<file path="config.mk">
export PLATFORM = sky130hd
export DESIGN_NAME = dmem_arbiter
export DESIGN_NICKNAME = d
export VERILOG_FILES = /design/src/rtl/mips_pkg.sv /design/src/rtl/dmem_arbiter.sv
export SDC_FILE = /design/constraint.sdc
export NUM_CORES = 1
export LEC_CHECK = 0
export ABC_CLOCK_PERIOD_IN_PS = 1900
export CORE_AREA = 2 2 104 106
export CTS_CLUSTER_SIZE = 20
export DETAILED_ROUTE_END_ITERATION = 8
export DIE_AREA = 0 0 106 108
export PLACE_DENSITY = 0.62
export SETUP_SLACK_MARGIN = 0.2
export SLEW_MARGIN = 0
export SYNTH_ARGS = -nofsm -noshare
export SYNTH_HDL_FRONTEND = slang
export SYNTH_SLANG_ARGS = --single-unit
</file>
<file path="constraint.sdc">
create_clock -name clk -period 1.9 [get_ports clk]
set_input_delay 0.38 -clock clk [delete_from_list [all_inputs] [get_ports clk]]
set_output_delay 0.38 -clock clk [all_outputs]
set_load 0.005 [all_outputs]
</file>
<file path="src/rtl/mips_pkg.sv">
// Shared types for the data-memory arbiter: FSM states, grant owner, and
// the owner loaded into the round-robin pointer on reset.
package mips_pkg;

   typedef enum logic [1:0] {
      IDLE   = 2'd0,
      CPU_RD = 2'd1,
      DEV_RD = 2'd2
   } arb_state_t;

   typedef enum logic {
      OWN_CPU = 1'b0,
      OWN_DEV = 1'b1
   } owner_t;

   // Starting with the device as last owner lets the processor win the first contention.
   localparam owner_t LAST_GNT_RESET = OWN_DEV;

endpackage

</file>
<file path="src/rtl/dmem_arbiter.sv">
// Two-way round-robin arbiter sharing one synchronous-read data memory
// between the processor data port and a read-only secondary device.
module dmem_arbiter
   import mips_pkg::*;
#(
   parameter int Dbits = 32,
   parameter int Abits = 32
) (
   input  logic             clk,
   input  logic             reset,
   input  logic             cpu_rd,
   input  logic             cpu_wr,
   input  logic [Abits-1:0] cpu_addr,
   input  logic [Dbits-1:0] cpu_wdata,
   output logic [Dbits-1:0] cpu_rdata,
   output logic             cpu_stall,
   input  logic             dev_req,
   input  logic [Abits-1:0] dev_addr,
   output logic             dev_gnt,
   output logic             dev_rvalid,
   output logic [Dbits-1:0] dev_rdata,
   output logic             m_en,
   output logic             m_wr,
   output logic [Abits-1:0] m_addr,
   output logic [Dbits-1:0] m_wdata,
   input  logic [Dbits-1:0] m_rdata
);

   arb_state_t state_q, state_d;
   owner_t     lastGnt_q, lastGnt_d;

   logic cpuReq;
   logic cpuWin;
   logic devWin;

   // A store wins over a load if both are decoded; either counts as a request.
   assign cpuReq = cpu_rd | cpu_wr;
   assign cpuWin = cpuReq & (~dev_req | (lastGnt_q == OWN_DEV));
   assign devWin = dev_req & ~cpuWin;

   always_ff @(posedge clk) begin
      if (reset) begin
         state_q   <= IDLE;
         lastGnt_q <= LAST_GNT_RESET;
      end else begin
         state_q   <= state_d;
         lastGnt_q <= lastGnt_d;
      end
   end

   always_comb begin
      state_d   = state_q;
      lastGnt_d = lastGnt_q;
      case (state_q)
         IDLE: begin
            if (cpuWin) begin
               lastGnt_d = OWN_CPU;
               state_d   = cpu_wr ? IDLE : CPU_RD;
            end else if (devWin) begin
               lastGnt_d = OWN_DEV;
               state_d   = DEV_RD;
            end
         end
         // The load still requested during its data cycle is not re-issued.
         CPU_RD:  state_d = IDLE;
         DEV_RD:  state_d = IDLE;
         default: state_d = IDLE;
      endcase
   end

   // cpu_stall looks only at state and cpuReq, never at the processor enable.
   always_comb begin
      m_en       = 1'b0;
      m_wr       = 1'b0;
      m_addr     = cpu_addr;
      m_wdata    = cpu_wdata;
      cpu_rdata  = m_rdata;
      dev_rdata  = m_rdata;
      cpu_stall  = 1'b0;
      dev_gnt    = 1'b0;
      dev_rvalid = 1'b0;
      if (!reset) begin
         case (state_q)
            IDLE: begin
               if (cpuWin) begin
                  m_en      = 1'b1;
                  m_wr      = cpu_wr;
                  cpu_stall = ~cpu_wr;
               end else if (devWin) begin
                  m_en      = 1'b1;
                  m_addr    = dev_addr;
                  dev_gnt   = 1'b1;
                  cpu_stall = cpuReq;
               end
            end
            CPU_RD: cpu_stall = 1'b0;
            DEV_RD: begin
               dev_rvalid = 1'b1;
               cpu_stall  = cpuReq;
            end
            default: cpu_stall = 1'b0;
         endcase
      end
   end

endmodule

</file>
# == Yosys cells after proc, flatten, opt, wreduce, memory -nomap -nowiden ==
# Cells that the tools add are included.
# word_totals
ff_bits,3
latch_bits,0
ramBits,0
rom_bits,0
input_bits,133
out_inout_bits,133
mem_count,0
# classes
addsub,0
mul,0
div,0
order_cmp,0
eq_ne,1
shifts,0
n_mux,25
bitwise,8
reduce_logical,4
# ops
operator,n
two-way mux 32 bit,4
two-way mux 1 bit,18
two-way mux 2 bit,2
inverter 1 bit,4
AND 1 bit,2
equality test 2 bit (second input constant),1
logical NOT 2 bit,1
OR 1 bit,2
one-hot mux 1 bit (2 select lines),1
AND reduction 2 bit,1
nonzero test 2 bit,1
OR reduction 2 bit,1

# == Depth between registers and ports, before layout ==
# depth
word_depth,9
ltp_mapped,4

# == Least setup slack after synthesis ==
# OpenSTA, ideal clock, no wires.
# synth_path
path_type,register to output
from,register state_q[1]
to,output m_addr[0]
t_arrival_ns,1.192
path_slack_ns,0.328
stages_incl_launch_ff,5
cell_sequence,dfxtp_1 -> nor3_4 -> nand3_4 -> buf_6 -> mux2_4
# synth_via
elab_chain_cells,3
# synth_lines
element,line,text
"start, declared",dmem_arbiter.sv:29,"arb_state_t state_q, state_d;"
"start signal, assigned",dmem_arbiter.sv:46,state_q <= state_d;
logical NOT 2 bit,dmem_arbiter.sv:83,case (state_q)
two-way mux 32 bit,dmem_arbiter.sv:83,
two-way mux 32 bit,dmem_arbiter.sv:82,if (!reset) begin
"end, declared",dmem_arbiter.sv:24,"output logic [Abits-1:0] m_addr,"
# Every way passes these cells.

# == Worst setup path in the final report ==
# layout_path
from,register state_q[1]
to,output m_addr[6]
# Same word-level chain as after synthesis.

==> metrics.yaml <==
synth:
  synthCells: 152
  ys_async_sr_fraction: 0
  ys_types: 20
  syn-num-nets: 285
  yosys-top-cells-count: "96 x buf_4, 28 x mux2_4, 4 x mux2_2"
  ys_warn_count: 0
  synth_top_flop_cell: "dfxtp_1"
  synth_top_area_cell: "buf_4"
  ys_ff_latch: 3
  synth_area_um2: 1410
  synthAdderAreaFrac: 0
  synthSimpleGateAreaFrac: 0.0549
  synth_top_family_by_area: "buffers and inverters"
  synth_top_area_frac: 0.510
  synth_edf_count: 0
  yosys-top-cells-area: "buf_4 51%, mux2_4 30%, dfxtp_1 4.2%, mux2_2 3.2%, buf_6 2.4%"
  synth_most_common_cell: "buf_4"
  synth-compound-area-share: 0.0345
  avgSynthCellArea_um2: 9.30
  ys_seq_area_frac: 0.0425
  synthXorXnorAreaFrac: 0
  synthMuxAreaShare: 0.329
worst_setup_path:
  critPathTopFamily: "buffers and inverters"
  critPathKind: "flip-flop to primary output"
  cp_slowest_cell: "dfxtp_2"
  crit_required_ps: 1520
  r2r_setup_slack_ps: 520
  cp_cell_sequence: "nor3_4 > nand3_4 > buf_6 > buf_12 > buf_12 > mux2_4 > buf_6"
  critical_path.max_fanout: 7
  critPathMaxStageDelay_ps: 320
  critPathBufInv: 4
  crit_path_start_kind: "flip-flop"
  crit_arrival_ps: 1730
  endpoint_kind: "primary output"
floorplan:
  core_area_um2: 10200
  die_x_um: 106
  ios: 266
  rows: 37
  start_util: 0.138
  die_h_um: 108
  die_area_um2: 11400
pwr:
  p_comb_frac: 0.671
  p_leak_nw: 1.06
  ir_worst_vdd_mv: 0.146
  seqPwrFrac: 0.092
  p_sw_frac: 0.251
  power.total_mw: 0.808
  p_switching_mw: 0.203
  internal-power_mw: 0.606
  powerDensity_nw_per_um2: 352
  p_clk_frac: 0.237
timing:
  rsz0062_at_grt: "true"
  fin_ws_ps: -207
  worst_slew_pin_slew_ps: 211
  fmax_mhz: 475
  finalHoldViolCount: 0
  drv_slew: 0
  period_needed_ps: 2110
  final.period_utilization: 1.11
  slew_headroom: 0.859
  whs_ps: 521
  finClkSkew_ps: 4.49
  finalSetupViolations: 33
route:
  drc: 0
  vias: 1049
  postRouteAntennaNets: 0
  wire_per_inst_um: 13.3
  drt_iter0_drc: 28
  vias_per_cell: 3.26
  dr.pass1.iters: 2
  wirelength_um: 4300
job:
  maxCapViolCount: 0
cts:
  htreeDepth: 1
  clkSinkCount: 3
  clock-root-buffer: "clkbuf_8"
  cts_tree: "built"
  cts_buffer_depth: 2
  clk_latency_ps: 220
  clk_pin_slew_ps: 30
  cts_buffers: 3
global_routing:
  grt_pass1_vias: 1151
  grt_pass1_wl_um: 6150
  grt_max_degree: 8
  grt_overflow_total: 0
  antenna_found_initial: 0
  track_usage: 0.0676
placement:
  place_worst_setup_slack_ps: -655
  dp_hpwl_um: 3160
  gp_congestion: 0.693
  io_buffers: 105
outcome:
  status: "complete, but fails checks"
  violations: "setup timing"
final_layout:
  antenna_cells: 0
  layout-drive-gt1-share: 0.586
  fin_nets: 320
  area_delta_synth_final_pct: 62.4
worst_hold_path:
  hp-class: "input port to flip-flop"
## what timing repair did
action,4_1_cts,5_1_grt
cloned,4,0
setup endpoints to repair,37,35
hold buffers,0,0
resized for setup,200,10
setup buffers,7,3
pin swaps,4,4
## cells by family after synthesis
group	count (synthesis)
buf+inv	101
mux	32
simple gates	10
compound gates	6
flops	3
## state kept, by name (all words and copies together) (netlist names)
signal / count
state_q: 2
lastGnt_q: 1
## power by group through the flow
stage / Clock [mW] / Sequential [mW] / Combinational, mW
after floorplan: 0 / 0.0748 / 0.315
after CTS: 0.193 / 0.0735 / 0.527
after global routing: 0.198 / 0.0746 / 0.575
after detailed placement: 0 / 0.0733 / 0.455
after global placement: 0 / 0.0727 / 0.453
final: 0.192 / 0.0741 / 0.542
## path summary, 6_finish.rpt
path | start | endpoint | depth (start not counted)
max | state_q[1]$_SDFFE_PP0N_ | m_addr[6] | 7
min | cpu_wr | state_q[0]$_SDFFE_PP0N_ | 3
max reg2reg | state_q[1]$_SDFFE_PP0N_ | state_q[1]$_SDFFE_PP0N_ | 8
min reg2reg | lastGnt_q$_SDFFE_PP1N_ | state_q[0]$_SDFFE_PP0N_ | 4
## metal layers
metal | up-vias | share of wire | track usage
met1 | 475 | 0.33 | 0.0712
met3 | 22 | 0.11 | 0.0271
met5 | - | 0 | 0
met4 | 0 | 0.032 | 0.0310
met2 | 78 | 0.53 | 0.119
li1 | 474 | - | -
## worst min-delay path, cell delays in order
cell and delay (ps):
clkbuf_2 100, buf_4 150, nor3b_1 60
## placed cells by master (no fill, tap or decap)
| cell type | n |
|---|---|
| buf_4 | 9 |
| buf_6 | 36 |
| nor2b_4 | 1 |
| o21ai_2 | 1 |
| mux2_2 | 4 |
| inv_1 | 1 |
| buf_12 | 4 |
| clkbuf_8 | 3 |
| buf_8 | 1 |
| clkbuf_1 | 1 |
| o221a_4 | 1 |
| clkdlybuf4s50_1 | 64 |
| nor2_2 | 1 |
| a221o_1 | 1 |
| nor3b_1 | 1 |
| inv_2 | 1 |
| nand2b_4 | 1 |
| mux2_4 | 28 |
| buf_2 | 7 |
| nor2_1 | 2 |
| nand3_4 | 1 |
| and2_1 | 1 |
| nor4_2 | 1 |
| clkdlybuf4s15_1 | 1 |
| a2bb2oi_1 | 1 |
| o21ai_0 | 1 |
| dlygate4sd2_1 | 1 |
| dfxtp_2 | 2 |
| clkbuf_2 | 2 |
| buf_16 | 4 |
| nor3_4 | 1 |
| dfxtp_1 | 1 |
| o31a_1 | 1 |
## layout make-up
cell class,instances,area (um2)
inverter,2,7.51
multi-input combinational,48,628
timing repair buffer,129,1380
sequential,3,62.6
clock buffer,4,45.0
tap,136,170
fill,1103,7940
## through the flow
step            util  instances  setup TNS, ps  cell area (um2)
2_1_floorplan      -        152              0             1410
3_3_place_gp   0.194        304         -21080             1980
3_5_place_dp   0.194        304         -21330             1980
4_1_cts        0.220        319          -5800             2250
5_1_grt        0.224        322          -6910             2300
6_report       0.224        322          -5340             2300
Note: power is estimated with default switching activity, not from simulation.
